File: config.mk
export PLATFORM = sky130hd
export DESIGN_NAME = mini_cpu_loader_flat
export DESIGN_NICKNAME = d
export VERILOG_FILES = /design/src/rtl/mini_cpu_pkg.sv /design/src/rtl/mini_cpu_loader_if.sv /design/src/rtl/mini_cpu_step_gen.sv /design/src/rtl/mini_cpu_loader.sv /design/src/flat_wrapper.sv
export SDC_FILE = /design/constraint.sdc
export NUM_CORES = 1
export LEC_CHECK = 0
export CORE_MARGIN = 5
export CORE_UTILIZATION = 45
export DETAILED_ROUTE_END_ITERATION = 10
export PLACE_DENSITY = 0.77
export SYNTH_ARGS = -nofsm -noshare
export SYNTH_HDL_FRONTEND = slang
export SYNTH_SLANG_ARGS = --single-unit
File: constraint.sdc
create_clock -name clk -period 2 [get_ports clk]
set_input_delay 0.4 -clock clk [delete_from_list [all_inputs] [get_ports clk]]
set_output_delay 0.4 -clock clk [all_outputs]
set_load 0.03 [all_outputs]
File: src/rtl/mini_cpu_pkg.sv
`default_nettype none
// +----------------------------------------------------------------------------+
// | mini_cpu_pkg                                                               |
// | Loader FSM states, memory depth and opcode constants for the mini CPU.     |
// | Revision: 1.0                                                              |
// +----------------------------------------------------------------------------+
package mini_cpu_pkg;

  localparam int MEM_DEPTH = 16;

  typedef enum logic [2:0] {
    IDLE  = 3'd0,
    LOAD  = 3'd1,
    CLEAR = 3'd2,
    DRAIN = 3'd3,
    RUN   = 3'd4,
    DONE  = 3'd5
  } state_t;

  // Opcode layout: {op[1:0], reg, addr[4:0]}; an all-zero word decodes as NOP.
  localparam logic [7:0] OP_NOP     = 8'h00;
  localparam logic [1:0] OP_LOAD    = 2'b01;
  localparam int         OP_REG_BIT = 5;
  localparam int         OP_ADDR_W  = 5;

  function automatic logic [7:0] op_load(input logic rsel, input logic [OP_ADDR_W-1:0] a);
    return {OP_LOAD, rsel, a};
  endfunction

endpackage
`default_nettype wire

File: src/rtl/mini_cpu_loader_if.sv
`default_nettype none
// +----------------------------------------------------------------------------+
// | mini_cpu_loader_if                                                         |
// | Program byte stream (valid/ready/last) plus the memory write port.         |
// | Revision: 1.0                                                              |
// +----------------------------------------------------------------------------+
interface mini_cpu_loader_if #(
  parameter int ADDR_W = 4,
  parameter int DATA_W = 8
);
  logic              in_valid;
  logic [DATA_W-1:0] in_data;
  logic              in_last;
  logic              in_ready;
  logic              mem_we;
  logic [ADDR_W-1:0] mem_addr;
  logic [DATA_W-1:0] mem_wdata;

  modport master (
    output in_valid, in_data, in_last,
    input  in_ready, mem_we, mem_addr, mem_wdata
  );

  modport slave (
    input  in_valid, in_data, in_last,
    output in_ready, mem_we, mem_addr, mem_wdata
  );
endinterface
`default_nettype wire

File: src/rtl/mini_cpu_step_gen.sv
`default_nettype none
// +----------------------------------------------------------------------------+
// | mini_cpu_step_gen                                                          |
// | Emits count cpu_step pulses, STEP_HALF clk low then STEP_HALF clk high.    |
// | Revision: 1.0                                                              |
// +----------------------------------------------------------------------------+
module mini_cpu_step_gen #(
  parameter int STEP_HALF = 2
) (
  input  logic       clk,
  input  logic       rst_n,
  input  logic       start,
  input  logic [7:0] count,
  input  logic       en,
  output logic       cpu_step,
  output logic       busy,
  output logic       fin
);
  localparam int c_ph_w = (STEP_HALF > 1) ? $clog2(STEP_HALF) : 1;
  localparam logic [c_ph_w-1:0] c_ph_last = c_ph_w'(STEP_HALF - 1);

  logic [7:0]        r_cnt;
  logic [c_ph_w-1:0] r_ph;
  logic              r_high;
  logic              w_ph_end;

  assign w_ph_end = (r_ph == c_ph_last);

  // The count drops on the high-to-low transition, so a pulse is only
  // retired once its high half has been fully emitted.
  always_ff @(posedge clk or negedge rst_n) begin
    if (!rst_n) begin
      r_cnt  <= 8'd0;
      r_ph   <= '0;
      r_high <= 1'b0;
    end else if (start) begin
      r_cnt  <= count;
      r_ph   <= '0;
      r_high <= 1'b0;
    end else if (en && (r_cnt != 8'd0)) begin
      if (w_ph_end) begin
        r_ph   <= '0;
        r_high <= ~r_high;
        if (r_high) r_cnt <= r_cnt - 8'd1;
      end else begin
        r_ph <= r_ph + c_ph_w'(1);
      end
    end
  end

  assign cpu_step = r_high;
  assign busy     = (r_cnt != 8'd0);
  assign fin      = en && r_high && w_ph_end && (r_cnt == 8'd1);

endmodule
`default_nettype wire

File: src/rtl/mini_cpu_loader.sv
`default_nettype none
// +----------------------------------------------------------------------------+
// | mini_cpu_loader                                                            |
// | Streams a program into CPU memory, zero-fills the rest, then steps the     |
// | CPU. Define LOADER_CHECKSUM_EN to treat the last byte as a checksum.       |
// | Revision: 1.0                                                              |
// +----------------------------------------------------------------------------+
module mini_cpu_loader
  import mini_cpu_pkg::*;
#(
  parameter int ADDR_W    = 4,
  parameter int DATA_W    = 8,
  parameter int STEP_HALF = 2
) (
  input  logic             clk,
  input  logic             rst_n,
  mini_cpu_loader_if.slave bus,
  input  logic [7:0]       run_steps,
  output logic             cpu_step,
  output logic             busy,
  output logic             done,
  output logic             overflow
`ifdef LOADER_CHECKSUM_EN
  ,
  output logic             chk_err
`endif
);
  localparam logic [ADDR_W-1:0] c_last_addr = ADDR_W'((2 ** ADDR_W) - 1);

  state_t            r_state, w_state_nxt;
  logic [ADDR_W-1:0] r_addr;
  logic              r_overflow;
  logic              w_in_ready, w_xfer, w_first, w_run;
  logic              w_we, w_clear_wr, w_start, w_addr_inc, w_addr_clr, w_set_ovf;
  logic              w_step_busy, w_step_fin;

  assign w_in_ready = (r_state == IDLE) || (r_state == LOAD) ||
                      (r_state == DRAIN) || (r_state == DONE);
  assign w_xfer     = bus.in_valid && w_in_ready;
  assign w_first    = w_xfer && ((r_state == IDLE) || (r_state == DONE));
  assign w_run      = (r_state == RUN);

`ifdef LOADER_CHECKSUM_EN
  logic [DATA_W-1:0] r_sum, w_sum_cur;
  logic              r_chk_err, w_ok;

  assign w_sum_cur = w_first ? {DATA_W{1'b0}} : r_sum;
  assign w_ok      = (bus.in_data == w_sum_cur);

  always_ff @(posedge clk or negedge rst_n) begin
    if (!rst_n) begin
      r_sum     <= {DATA_W{1'b0}};
      r_chk_err <= 1'b0;
    end else begin
      if (w_we && !w_clear_wr) r_sum <= w_sum_cur + bus.in_data;
      if (w_xfer && bus.in_last && !w_ok) r_chk_err <= 1'b1;
      else if (w_first) r_chk_err <= 1'b0;
    end
  end

  assign chk_err = r_chk_err;
`endif

  always_ff @(posedge clk or negedge rst_n) begin
    if (!rst_n) r_state <= IDLE;
    else        r_state <= w_state_nxt;
  end

  always_comb begin
    w_state_nxt = r_state;
    w_we        = 1'b0;
    w_clear_wr  = 1'b0;
    w_start     = 1'b0;
    w_addr_inc  = 1'b0;
    w_addr_clr  = 1'b0;
    w_set_ovf   = 1'b0;
    case (r_state)
      IDLE, LOAD, DONE: begin
        if (w_xfer) begin
          w_we = 1'b1;
          if (bus.in_last) begin
            w_start = 1'b1;
`ifdef LOADER_CHECKSUM_EN
            // Checksum byte is not stored; zero-fill starts at its address.
            w_we        = 1'b0;
            w_state_nxt = CLEAR;
`else
            if (r_addr == c_last_addr) begin
              w_addr_clr  = 1'b1;
              w_state_nxt = (run_steps != 8'd0) ? RUN : DONE;
            end else begin
              w_addr_inc  = 1'b1;
              w_state_nxt = CLEAR;
            end
`endif
          end else if (r_addr == c_last_addr) begin
            w_addr_clr  = 1'b1;
            w_set_ovf   = 1'b1;
            w_state_nxt = DRAIN;
          end else begin
            w_addr_inc  = 1'b1;
            w_state_nxt = LOAD;
          end
        end
      end
      DRAIN: begin
        if (w_xfer && bus.in_last) begin
          w_start     = 1'b1;
          w_state_nxt = (run_steps != 8'd0) ? RUN : DONE;
`ifdef LOADER_CHECKSUM_EN
          if (!w_ok) w_state_nxt = DONE;
`endif
        end
      end
      CLEAR: begin
        w_we       = 1'b1;
        w_clear_wr = 1'b1;
        if (r_addr == c_last_addr) begin
          w_addr_clr  = 1'b1;
          w_state_nxt = w_step_busy ? RUN : DONE;
`ifdef LOADER_CHECKSUM_EN
          if (r_chk_err) w_state_nxt = DONE;
`endif
        end else begin
          w_addr_inc = 1'b1;
        end
      end
      RUN: begin
        if (w_step_fin) w_state_nxt = DONE;
      end
      default: w_state_nxt = IDLE;
    endcase
  end

  // Address returns to 0 on leaving the load phase so DONE restarts like IDLE.
  always_ff @(posedge clk or negedge rst_n) begin
    if (!rst_n) begin
      r_addr     <= '0;
      r_overflow <= 1'b0;
    end else begin
      if (w_addr_clr)      r_addr <= '0;
      else if (w_addr_inc) r_addr <= r_addr + ADDR_W'(1);
      if (w_set_ovf)       r_overflow <= 1'b1;
      else if (w_first)    r_overflow <= 1'b0;
    end
  end

  mini_cpu_step_gen #(
    .STEP_HALF (STEP_HALF)
  ) u_step_gen (
    .clk      (clk),
    .rst_n    (rst_n),
    .start    (w_start),
    .count    (run_steps),
    .en       (w_run),
    .cpu_step (cpu_step),
    .busy     (w_step_busy),
    .fin      (w_step_fin)
  );

  assign bus.in_ready  = w_in_ready;
  assign bus.mem_we    = w_we;
  assign bus.mem_addr  = r_addr;
  assign bus.mem_wdata = (w_we && !w_clear_wr) ? bus.in_data : {DATA_W{1'b0}};
  assign busy          = (r_state != IDLE) && (r_state != DONE);
  assign done          = (r_state == DONE);
  assign overflow      = r_overflow;

endmodule
`default_nettype wire
File: src/flat_wrapper.sv
// flat-port wrapper written by rule: the top's interface ports become plain ports
module mini_cpu_loader_flat import mini_cpu_pkg::*;
#(
  parameter int ADDR_W    = 4,
  parameter int DATA_W    = 8,
  parameter int STEP_HALF = 2
)
  (clk, rst_n, run_steps, cpu_step, busy, done, overflow, bus_in_valid, bus_in_data, bus_in_last, bus_in_ready, bus_mem_we, bus_mem_addr, bus_mem_wdata);
  mini_cpu_loader_if #(.ADDR_W(ADDR_W), .DATA_W(DATA_W)) bus_i ();
  input  logic clk;
  input  logic rst_n;
  input  logic [7:0] run_steps;
  output logic cpu_step;
  output logic busy;
  output logic done;
  output logic overflow;
  input wire logic [$bits(bus_i.in_valid)-1:0] bus_in_valid;
  input wire logic [$bits(bus_i.in_data)-1:0] bus_in_data;
  input wire logic [$bits(bus_i.in_last)-1:0] bus_in_last;
  output wire logic [$bits(bus_i.in_ready)-1:0] bus_in_ready;
  output wire logic [$bits(bus_i.mem_we)-1:0] bus_mem_we;
  output wire logic [$bits(bus_i.mem_addr)-1:0] bus_mem_addr;
  output wire logic [$bits(bus_i.mem_wdata)-1:0] bus_mem_wdata;
  assign bus_i.in_valid = bus_in_valid;
  assign bus_i.in_data = bus_in_data;
  assign bus_i.in_last = bus_in_last;
  assign bus_in_ready = bus_i.in_ready;
  assign bus_mem_we = bus_i.mem_we;
  assign bus_mem_addr = bus_i.mem_addr;
  assign bus_mem_wdata = bus_i.mem_wdata;
  mini_cpu_loader #(.ADDR_W(ADDR_W), .DATA_W(DATA_W), .STEP_HALF(STEP_HALF)) u_core (.clk(clk), .rst_n(rst_n), .bus(bus_i), .run_steps(run_steps), .cpu_step(cpu_step), .busy(busy), .done(done), .overflow(overflow));
endmodule
==> results by group, run 1 <==
Status
  – Result of the run: finished clean

Routing
  – Number of iterations in the first detailed-routing pass: 4
  – DR vias/cell: 5.85
  – Final WL: 3730 µm
  – Routed length on met3: roughly 240 µm
  – Antenna violation net count after detailed routing: 0
  – Routed length per placed instance: between 15 and 20 µm
  – Number of DRC violations after detailed routing: 0
  – Routed length on met2: 1910 µm
  – Uppermost layer routed: met4
  – Violation count after the first detailed-routing iteration: 68
  – Routed via count: 1352
  – Routed length on met1: 1520 µm

STA
  – Final count of pins violating max slew: 0
  – Period minus WS final: 1.92 ns
  – Layout Skew: between 0.003 and 0.004 ns
  – Unrepaired setup endpoints after global routing: false
  – Fin. Hold Viols: 0
  – Relative slew margins: 65.4%
  – Highest clock frequency the design can meet: 0.520 GHz
  – Final cycle utilization of the critical path: between 90% and 100%
  – Endpoints failing setup: 0
  – Transition time at the pin with the least slew margin: 0.518 ns

Floorplan
  – Core Area: roughly 2800 µm²
  – Placement Rows: 19
  – Chip height: 64.1 µm
  – Starting density of the core: between 40% and 50%
  – Die extent in x: 64.1 µm
  – Die outline area: 4110 µm²
  – Boundary Pins: 38

Critical path
  – Reg2reg path depth: 5
  – Buf/Inv on CP: 4
  – Crit start category: flip-flop
  – Most prevalent standard cell on the critical path: sky130_fd_sc_hd__buf_4
  – CP max stage cell: sky130_fd_sc_hd__dfrtp_1
  – Data arrival, critical path: roughly 1.5 ns
  – Critical Path Fanout Max: 9
  – Element type at the critical path end: primary output
  – Flop2flop setup slack: 0.18 ns
  – Launch point of the worst reg-to-reg path: u_core.r_state[2]$_DFFE_PN0P_
  – Delay-heaviest family, CP: buffers and inverters
  – Data required time at the worst endpoint: 1.60 ns
  – List of cells traversed by the critical path: buf_4, nor2b_4, buf_4, nor3_2, inv_1, buf_4
  – Critical Path Max Stage Delay: 0.41 ns
  – Worst Path Class, Setup: flip-flop to primary output
  – Endpoint of the worst register-to-register path: u_core.u_step_gen.r_cnt[4]$_DFFE_PN0P_

Clocking
  – # hold bufs at CTS: 0
  – Post-CTS Repair Setup Buffers: 0
  – Clock tree from TritonCTS: done
  – Number of sinks handled by clock tree synthesis: 18
  – Clock network latency to the later pin of the worst-skew pair: 0.30 ns
  – Clock Tree Buf Depth: 2
  – Register clock-pin slew on the reported worst setup and hold paths: 0.10 ns
  – Cell chosen for the clock root: sky130_fd_sc_hd__clkbuf_4
  – Max H-tree Level: 1
  – Number of buffers created by CTS: 3

Logic synthesis
  – Total standard cell area after synthesis: 1320 µm²
  – Synthesized flop and latch total: 18
  – Main area contributors after synthesis: sky130_fd_sc_hd__dfrtp_1, sky130_fd_sc_hd__ha_1, sky130_fd_sc_hd__and2_1, sky130_fd_sc_hd__nand3_1, sky130_fd_sc_hd__inv_1
  – Cell taking the most area after synthesis: sky130_fd_sc_hd__dfrtp_1
  – Per-instance average area after synthesis: about 8.9 µm²
  – Dominant register cell in the synthesized netlist: sky130_fd_sc_hd__dfrtp_1
  – Syn. warnings: 0
  – Sequential share of the synthesized area: between 30% and 40%
  – Number of synthesized flops with an enable pin: 0
  – Synth Net Count: 174
  – Area share of the leading cell type in the synthesized netlist: between 30% and 40%
  – Cells after synthesis: 148
  – Share of flip-flops with an asynchronous set or reset: 100%
  – Count of distinct cell types in the synthesized netlist: 46

Finish
  – Growth of design area from synthesis to finish: 41.3%
  – Count of placed standard cells in the final layout, fillers left out: 231
  – Final std cell area, no fill: 1860 µm²
  – Antenna fix cells: 0
  – Share of post-route cells with drive strength above 1: between 20% and 30%
  – Number of nets in the layout: 227

Power and ir drop
  – Total power draw: roughly 2700 µW
  – Total power per unit cell area: 1470 nW/µm²
  – Proportion of power drawn by combinational gates: 64.5%
  – Net switching fraction of the power: 47.8%
  – Internal power: 1430 µW
  – Net switching power: 1310 µW
  – Clock power share: 8.3%
  – Leakage: 0.000835 µW
  – Part of the total power dissipated in sequential elements: between 20 and 30%
  – Peak ir drop on the vdd network: 1070 µV

GRT
  – Number of global-route vias before repair: 1369
  – Grt total ovfl: 0
  – Initial antenna violation count: 0
  – First-pass GRT wire length: 6290 µm
  – Global routing usage summed across all routing layers: between 10% and 20%
  – Largest net degree at the start of global routing: 19

Placed design
  – Detail Placement HPWL: 2990 µm
  – Port Buffer Count: 37
  – Placed Area: 1790 µm²
  – Final weighted congestion in routability-driven placement: 0.863
  – Dpl cells: 226

Worst hold path
  – Worst min-delay path class: input pin to async pin

Flow run
  – Maximum capacitance violations: 0
-- through the flow --
step	hold slack [ns]	TNS, ns	utilization (%)	setup slack [ns]
floorplan	0.104	0	-	0.158
CTS	0.432	0	65.7	0.00241
global route	0.449	0	67.0	0.00810
finish	0.423	0	67.0	0.0782
detailed placement	0.490	-0.457	64.2	-0.0726
global placement	0.489	0	64.2	0.0283
-- kinds of logic after synthesis --
group                      count (synthesis)  synth area share (%)
muxes                                      1                 0.759
xor gates and xnor gates                   2                  1.33
DFF                                       18                  34.2
AOI/OAI and AO/OA                         38                  23.9
and+or+nand+nor                           67                  28.9
buffers and inverters                     16                  5.22
adders and majority gates                  6                  5.69
-- power groups by stage --
stage	combinational (µW)	clock [µW]	sequential, µW
after floorplan	1050	0	803
after global placement	1650	0	735
after detailed placement	1710	0	745
after CTS	1720	232	737
after global routing	1930	250	770
final	1760	227	742
-- cell usage in the layout, fill, tap and decap left out, drive strengths merged, types with 2 or more instances in the layout --
| cell type | netlist | routed |
|---|---|---|
| buf | 2 | 26 |
| clkdlybuf4s50 | 0 | 25 |
| dfrtp | 18 | 18 |
| inv | 11 | 11 |
| nand2 | 11 | 11 |
| nor2 | 10 | 11 |
| nand3 | 9 | 9 |
| and2 | 9 | 9 |
| o21ai | 8 | 8 |
| ha | 6 | 6 |
| nor3 | 5 | 5 |
| a31oi | 5 | 5 |
| nand2b | 5 | 5 |
| clkbuf | 3 | 4 |
| a311o | 3 | 3 |
| a32oi | 3 | 3 |
| nand4 | 3 | 3 |
| a21oi | 3 | 3 |
| nor2b | 3 | 3 |
| a211oi | 3 | 3 |
| and3 | 3 | 3 |
| nor4 | 3 | 3 |
| xnor2 | 2 | 2 |
| a32o | 2 | 2 |
| a311oi | 2 | 2 |
-- synth_stat cells, drive strengths merged (5+ instances only) --
cell type	count
dfrtp	18
inv	11
nand2	11
nor2	10
and2	9
nand3	9
o21ai	8
ha	6
a31oi	5
nand2b	5
nor3	5
-- state kept, by name (all words and copies together), names as in the netlist --
register and count:
u_core.bus.mem_addr 4, u_core.overflow 1, u_core.r_state 3, u_core.u_step_gen.cpu_step 1, u_core.u_step_gen.r_cnt 8, u_core.u_step_gen.r_ph 1
-- routing by layer --
layer | vias up | track usage [%]
li1 | 658 | -
met1 | 635 | 22.7
met2 | 52 | 31.9
met3 | 7 | 3.33
met4 | 0 | 6.36
met5 | - | 0
-- how the worst max path moves through the flow --
stage / cells after the start / from / endpoint
after detailed placement: 5 / bus_in_valid / bus_mem_wdata[4]
after global routing: 6 / u_core.r_state[0]$_DFFE_PN0P_ / busy
after floorplan: 5 / u_core.r_state[2]$_DFFE_PN0P_ / u_core.bus.mem_addr[3]$_DFFE_PN0P_
after global placement: 5 / bus_in_valid / bus_mem_wdata[0]
final: 6 / u_core.r_state[0]$_DFFE_PN0P_ / busy
after CTS: 6 / u_core.r_state[0]$_DFFE_PN0P_ / busy
-- worst register-to-register path: stages, from the launching register on --
cell and delay [ns]:
sky130_fd_sc_hd__dfrtp_1 0.48, sky130_fd_sc_hd__or3b_4 0.45, sky130_fd_sc_hd__a311oi_4 0.29, sky130_fd_sc_hd__buf_4 0.21, sky130_fd_sc_hd__and3_2 0.19, sky130_fd_sc_hd__o21ai_0 0.09
-- final cells by class --
type	instances	area, µm²
fillers	229	918
well taps	31	38.8
multi-input cells	115	838
inverters	11	41.3
repair buffers	52	458
flip-flops and latches	18	450
clock buffers	4	36.3
-- what timing repair did --
action                                 4_1_cts  5_1_grt
endpoints found under the hold margin        0        0
gates cloned                                 0        1
setup endpoints to repair                    9       10
gates resized for setup                      3        7
No activity file was read; power rests on OpenSTA's default activity.
==> inputs of run 2 (changes only) <==
Settings changed: PLACE_DENSITY 0.77 to 0.76.
==> results by group, run 2 (synthesis results as in run 1) <==
Floorplan
  – Boundary Pins: 38 (unchanged)
  – Core Area: 2780 µm² (unchanged)
  – Die outline area: 4110 µm² (unchanged)
  – Chip height: 64.1 µm (unchanged)
  – Die extent in x: 64.1 µm (unchanged)
  – Starting density of the core: 47.4% (unchanged)
  – Placement Rows: 19 (unchanged)

Critical path
  – Crit start category: flip-flop
  – Critical Path Fanout Max: 11 (+2)
  – Reg2reg path depth: 6 (+1)
  – Data required time at the worst endpoint: 1.60 ns (about the same)
  – Endpoint of the worst register-to-register path: u_core.u_step_gen.r_cnt[4]$_DFFE_PN0P_
  – Data arrival, critical path: 1.53 ns (about the same)
  – Launch point of the worst reg-to-reg path: u_core.r_state[0]$_DFFE_PN0P_
  – Flop2flop setup slack: 0.09 ns (-0.09 ns)
  – Worst Path Class, Setup: flip-flop to primary output
  – Element type at the critical path end: primary output

Power and ir drop
  – Peak ir drop on the vdd network: 1200 µV (+13%)
  – Internal power: 1440 µW (+1.0%)
  – Clock power share: 8.5% (+0.2 points)
  – Proportion of power drawn by combinational gates: 64.3% (-0.2 points)
  – Part of the total power dissipated in sequential elements: 27.2% (about the same)
  – Total power per unit cell area: 1490 nW/µm² (+1.5%)
  – Leakage: 0.000822 µW (-1.6%)
  – Net switching fraction of the power: 47.5% (-0.33 points)
  – Net switching power: 1300 µW (-0.30%)

Clocking
  – Clock network latency to the later pin of the worst-skew pair: 0.30 ns (about the same)
  – Register clock-pin slew on the reported worst setup and hold paths: 0.11 ns (about the same)
  – Number of sinks handled by clock tree synthesis: 18 (unchanged)
  – # hold bufs at CTS: 0 (unchanged)
  – Cell chosen for the clock root: sky130_fd_sc_hd__clkbuf_4
  – Number of buffers created by CTS: 3 (unchanged)
  – Clock tree from TritonCTS: done
  – Clock Tree Buf Depth: 2 (unchanged)
  – Max H-tree Level: 1 (unchanged)

STA
  – Final cycle utilization of the critical path: 96.3% (+0.24 points)
  – Final count of pins violating max slew: 0 (unchanged)
  – Fin. Hold Viols: 0 (unchanged)
  – Period minus WS final: 1.93 ns (+0.00477 ns)
  – Layout Skew: 0.00502 ns (+0.00189 ns)
  – Highest clock frequency the design can meet: 0.519 GHz (-0.25%)
  – Worst-case hold slack: 0.427 ns (+0.00388 ns)
  – Unrepaired setup endpoints after global routing: true
  – Transition time at the pin with the least slew margin: 0.647 ns (+0.130 ns)
  – Relative slew margins: 56.5% (-8.9 points)
  – Endpoints failing setup: 0 (unchanged)

Routing
  – Violation count after the first detailed-routing iteration: 79 (+16%)
  – Number of DRC violations after detailed routing: 0 (unchanged)
  – Routed length per placed instance: 15.7 µm (-2.9%)
  – Antenna violation net count after detailed routing: 0 (unchanged)
  – DR vias/cell: 5.84 (-0.26%)
  – Routed via count: 1331 (-1.6%)
  – Number of iterations in the first detailed-routing pass: 4 (unchanged)
  – Final WL: 3570 µm (-4.1%)

GRT
  – Number of global-route vias before repair: 1289 (-5.8%)
  – First-pass GRT wire length: 5910 µm (-6.0%)
  – Largest net degree at the start of global routing: 19 (unchanged)
  – Initial antenna violation count: 0 (unchanged)
  – Global routing usage summed across all routing layers: 17.7% (-0.68 points)
  – Grt total ovfl: 0 (unchanged)

Finish
  – Growth of design area from synthesis to finish: 39.7%
  – Commonest cells after routing, fill and taps aside: sky130_fd_sc_hd__clkdlybuf4s50_1, sky130_fd_sc_hd__buf_4, sky130_fd_sc_hd__dfrtp_1
  – Register with the most flip-flops: u_core.u_step_gen.r_cnt
  – Number of flip-flops in the largest register: 8 (unchanged)
  – Number of nets in the layout: 224 (-1.3%)
  – Count of placed standard cells in the final layout, fillers left out: 228 (-1.3%)
  – Antenna fix cells: 0 (unchanged)
  – Share of post-route cells with drive strength above 1: 23.4% (-0.15 points)
  – Commonest non-fill, non-tap cell in the layout: sky130_fd_sc_hd__clkdlybuf4s50_1
  – Finished Core Util: 66.2% (-0.76 points)

Placed design
  – Port Buffer Count: 37 (unchanged)
  – Detail Placement HPWL: 2780 µm (-7.2%)
  – Dpl cells: 222 (-1.8%)
  – Final weighted congestion in routability-driven placement: 0.854 (-1.0%)

Status
  – Result of the run: finished clean

Flow run
  – Maximum capacitance violations: 0 (unchanged)

Worst hold path
  – Worst min-delay path class: input pin to async pin
==> run 2: critical path, cell delays in order, from the launching register on <==
cell	delay [ns]
sky130_fd_sc_hd__dfrtp_1	0.46
sky130_fd_sc_hd__buf_4	0.21
sky130_fd_sc_hd__o21bai_2	0.20
sky130_fd_sc_hd__and2_1	0.18
sky130_fd_sc_hd__buf_4	0.17
==> run 2: cell type report <==
type / instances / area [µm²]
clock buffer: 4 / 36.3
fill: 236 / 940
inverter: 11 / 41.3
multi-input combinational: 114 / 818
sequential: 18 / 453
tap: 31 / 38.8
timing repair buffer: 50 / 454
==> run 2: worst max path at each step <==
stage,startpoint,end,slack (ns),cells after the start
6_report,u_core.r_state[1]$_DFFE_PN0P_,bus_in_ready,0.07,4
4_1_cts,bus_in_valid,bus_mem_wdata[0],0.01,5
5_1_grt,u_core.r_state[1]$_DFFE_PN0P_,bus_in_ready,-0.002,4
2_1_floorplan,u_core.r_state[2]$_DFFE_PN0P_,u_core.bus.mem_addr[3]$_DFFE_PN0P_,0.16,5
3_3_place_gp,bus_in_valid,bus_mem_wdata[0],0.003,5
3_5_place_dp,bus_in_valid,bus_mem_wdata[0],-0.09,5
==> run 2: through the flow <==
stage | total power, µW | TNS, ns | setup WS, ns | instance area, µm²
floorplan | 1850 | 0 | 0.158 | 1320
global placement | 2380 | 0 | 0.00325 | 1770
detailed placement | 2440 | -0.603 | -0.0920 | 1770
CTS | 2680 | 0 | 0.0107 | 1810
global route | 2940 | -0.00191 | -0.00191 | 1840
finish | 2740 | 0 | 0.0735 | 1840
==> run 2: repair_timing <==
item                                    CTS  global route
resized for setup                         3             6
endpoints found under the setup margin   10            10
pin swaps                                 0             1
setup buffers                             0             2
==> run 2: power by group through the flow <==
stage	sequential, µW	clock, µW	combinational, µW
detailed placement	756	0	1680
CTS	751	238	1690
global route	774	256	1910
finish	748	233	1760
global placement	746	0	1640
floorplan	803	0	1050
==> run 2: routing by layer <==
metal  share of wire [%]  track usage, %  vias to the layer above
li1                    -               -                      646
met1                  44            23.6                      626
met2                  48            29.1                       51
met3                 6.9            3.50                        8
met4                 1.1            4.58                        0
met5                   0               0                        -
==> inputs of run 3 (changes only) <==
Settings changed: CORE_ASPECT_RATIO from default to 1.2.
==> results by group, run 3 (synthesis results as in run 1) <==
Status
  – Result of the run: finished clean

Finish
  – Finished Core Util: 66.5% (+0.32 points)
  – Area of all sequential standard cells: 452 µm² (-0.28%)
  – Growth of design area from synthesis to finish: 41.8%
  – Antenna fix cells: 0 (unchanged)
  – Final std cell area, no fill: 1870 µm² (+1.6%)
  – Commonest non-fill, non-tap cell in the layout: sky130_fd_sc_hd__buf_4
  – Commonest cells after routing, fill and taps aside: sky130_fd_sc_hd__buf_4, sky130_fd_sc_hd__clkdlybuf4s50_1, sky130_fd_sc_hd__dfrtp_1
  – Number of flip-flops in the largest register: 8 (unchanged)
  – Count of filler cells inserted in the layout: 233 (-1.3%)
  – Count of placed standard cells in the final layout, fillers left out: 235 (+3.1%)
  – Share of post-route cells with drive strength above 1: 24.4% (+1.0 points)
  – Area of the multi-input gates: 833 µm² (+1.8%)
  – Number of nets in the layout: 228 (+1.8%)
  – Register with the most flip-flops: u_core.u_step_gen.r_cnt

Routing
  – Number of DRC violations after detailed routing: 0 (unchanged)
  – Antenna violation net count after detailed routing: 0 (unchanged)
  – Final WL: 3770 µm (+5.4%)
  – Routed via count: 1372 (+3.1%)
  – DR vias/cell: 5.84 (about the same)
  – Violation count after the first detailed-routing iteration: 54 (-32%)
  – Routed length per placed instance: 16.0 µm (+2.3%)
  – Number of iterations in the first detailed-routing pass: 4 (unchanged)

Placed design
  – Dpl cells: 228 (+2.7%)
  – Placed Area: 1780 µm² (+0.78%)
  – Port Buffer Count: 37 (unchanged)
  – Final weighted congestion in routability-driven placement: 0.837 (-1.9%)
  – Detail Placement HPWL: 2920 µm (+5.1%)

STA
  – Period minus WS final: 1.94 ns (+0.0181 ns)
  – Relative slew margins: 66.6% (+10 points)
  – Fin. Hold Viols: 0 (unchanged)
  – Endpoints failing setup: 0 (unchanged)
  – Final cycle utilization of the critical path: 97.2% (+0.91 points)
  – Transition time at the pin with the least slew margin: 0.498 ns (-0.150 ns)
  – Layout Skew: 0.00896 ns (+0.00394 ns)
  – Final count of pins violating max slew: 0 (unchanged)
  – Highest clock frequency the design can meet: 0.514 GHz (-0.93%)

Critical path
  – List of cells traversed by the critical path: clkdlybuf4s50_1, nor2_1, a211oi_2, buf_4
  – Critical Path Fanout Max: 3 (-8)
  – Element type at the critical path end: primary output
  – Worst Path Class, Setup: input pin to primary output
  – CP max stage cell: sky130_fd_sc_hd__clkdlybuf4s50_1
  – Worst Setup SP: bus_in_valid
  – Flop2flop setup slack: 0.20 ns (+0.11 ns)
  – Endpoint of the worst register-to-register path: u_core.u_step_gen.r_cnt[7]$_DFFE_PN0P_
  – Reg2reg path depth: 5 (-1)
  – Data required time at the worst endpoint: 1.60 ns (about the same)
  – Data arrival, critical path: 1.54 ns (about the same)
  – Critical Path Max Stage Delay: 0.56 ns (+0.10 ns)
  – Crit start category: input pin
  – Launch point of the worst reg-to-reg path: u_core.u_step_gen.r_cnt[4]$_DFFE_PN0P_

GRT
  – Global routing usage summed across all routing layers: 18.1% (+0.44 points)
  – Largest net degree at the start of global routing: 19 (unchanged)
  – Grt total ovfl: 0 (unchanged)
  – Initial antenna violation count: 0 (unchanged)
  – First-pass GRT wire length: 5980 µm (+1.2%)
  – Number of global-route vias before repair: 1374 (+6.6%)

Flow run
  – Maximum capacitance violations: 0 (unchanged)

Power and ir drop
  – Net switching power: 1330 µW (+2.2%)
  – Total power per unit cell area: 1490 nW/µm² (about the same)
  – Net switching fraction of the power: 47.8% (+0.34 points)
  – Peak ir drop on the vdd network: 969 µV (-20%)
  – Leakage: 0.000837 µW (+1.9%)
  – Proportion of power drawn by combinational gates: 64.6% (+0.3 points)
  – Total power draw: 2780 µW (+1.5%)
  – Internal power: 1450 µW (+0.82%)
  – Part of the total power dissipated in sequential elements: 27.2% (about the same)
  – Clock power share: 8.2% (-0.3 points)

Clocking
  – Clock tree from TritonCTS: done
  – # hold bufs at CTS: 0 (unchanged)
  – Register clock-pin slew on the reported worst setup and hold paths: 0.11 ns (about the same)
  – Max H-tree Level: 1 (unchanged)
  – Number of sinks handled by clock tree synthesis: 18 (unchanged)
  – Number of buffers created by CTS: 3 (unchanged)
  – Clock network latency to the later pin of the worst-skew pair: 0.30 ns (about the same)
  – Cell chosen for the clock root: sky130_fd_sc_hd__clkbuf_4
  – Clock Tree Buf Depth: 2 (unchanged)

Floorplan
  – Die extent in x: 59.4 µm (-7.4%)
  – Boundary Pins: 38 (unchanged)
  – Chip height: 69.3 µm (+8.1%)
  – Core Area: 2810 µm² (+1.1%)
  – Starting density of the core: 46.9% (-0.51 points)
  – Die outline area: 4120 µm² (+0.11%)
  – Placement Rows: 21 (+2)

Worst hold path
  – Worst min-delay path class: input pin to async pin
==> run 3: what timing repair did <==
item,in CTS,in global routing
gates resized for setup,6,4
hold endpoints to repair,0,0
pin swaps,0,2
endpoints found under the setup margin,10,10
setup buffers,0,2
gates cloned,0,1
==> run 3: worst max-delay path by stage <==
stage | endpoint | cells after the start
2_1_floorplan | u_core.bus.mem_addr[3]$_DFFE_PN0P_ | 5
3_3_place_gp | bus_mem_wdata[5] | 5
3_5_place_dp | bus_mem_wdata[5] | 5
4_1_cts | bus_mem_wdata[5] | 5
5_1_grt | bus_mem_we | 4
6_report | bus_mem_we | 4
==> run 3: area by class of cell <==
type | instances | share of cell area, %
Timing Repair Buffer | 53 | 24.9
Inverter | 11 | 2.21
Multi-Input combinational cell | 115 | 44.5
Clock buffer | 4 | 1.94
Sequential cell | 18 | 24.1
Tap cell | 34 | 2.27
==> run 3: critical path, delay by kind of cell <==
family	cells	cell delay, ns
AOI/OAI and AO/OA	1	0.27
buffers and inverters	2	0.77
and+or+nand+nor	1	0.11
==> run 3: stage by stage <==
stage	setup TNS, ns	worst slack [ns]	hold WS (ns)
6_report	0	0.0553	0.409
3_5_place_dp	-0.734	-0.102	0.516
3_3_place_gp	0	0.0312	0.509
2_1_floorplan	0	0.158	0.104
4_1_cts	0	0.0129	0.418
5_1_grt	-0.00724	-0.00724	0.427
==> run 3: power groups by stage <==
| stage | clock network [µW] | registers, µW | logic [µW] |
|---|---|---|---|
| 6_report | 229 | 758 | 1800 |
| 3_5_place_dp | 0 | 756 | 1710 |
| 5_1_grt | 247 | 780 | 1960 |
| 4_1_cts | 235 | 749 | 1740 |
| 2_1_floorplan | 0 | 803 | 1050 |
| 3_3_place_gp | 0 | 738 | 1640 |
==> run 3: metal layers <==
metal  share of wire (%)  global-route usage (%)
met5                   0                       0
met4                 1.0                    6.05
met3                 7.2                    3.54
met2                  53                    32.8
met1                  38                    20.2
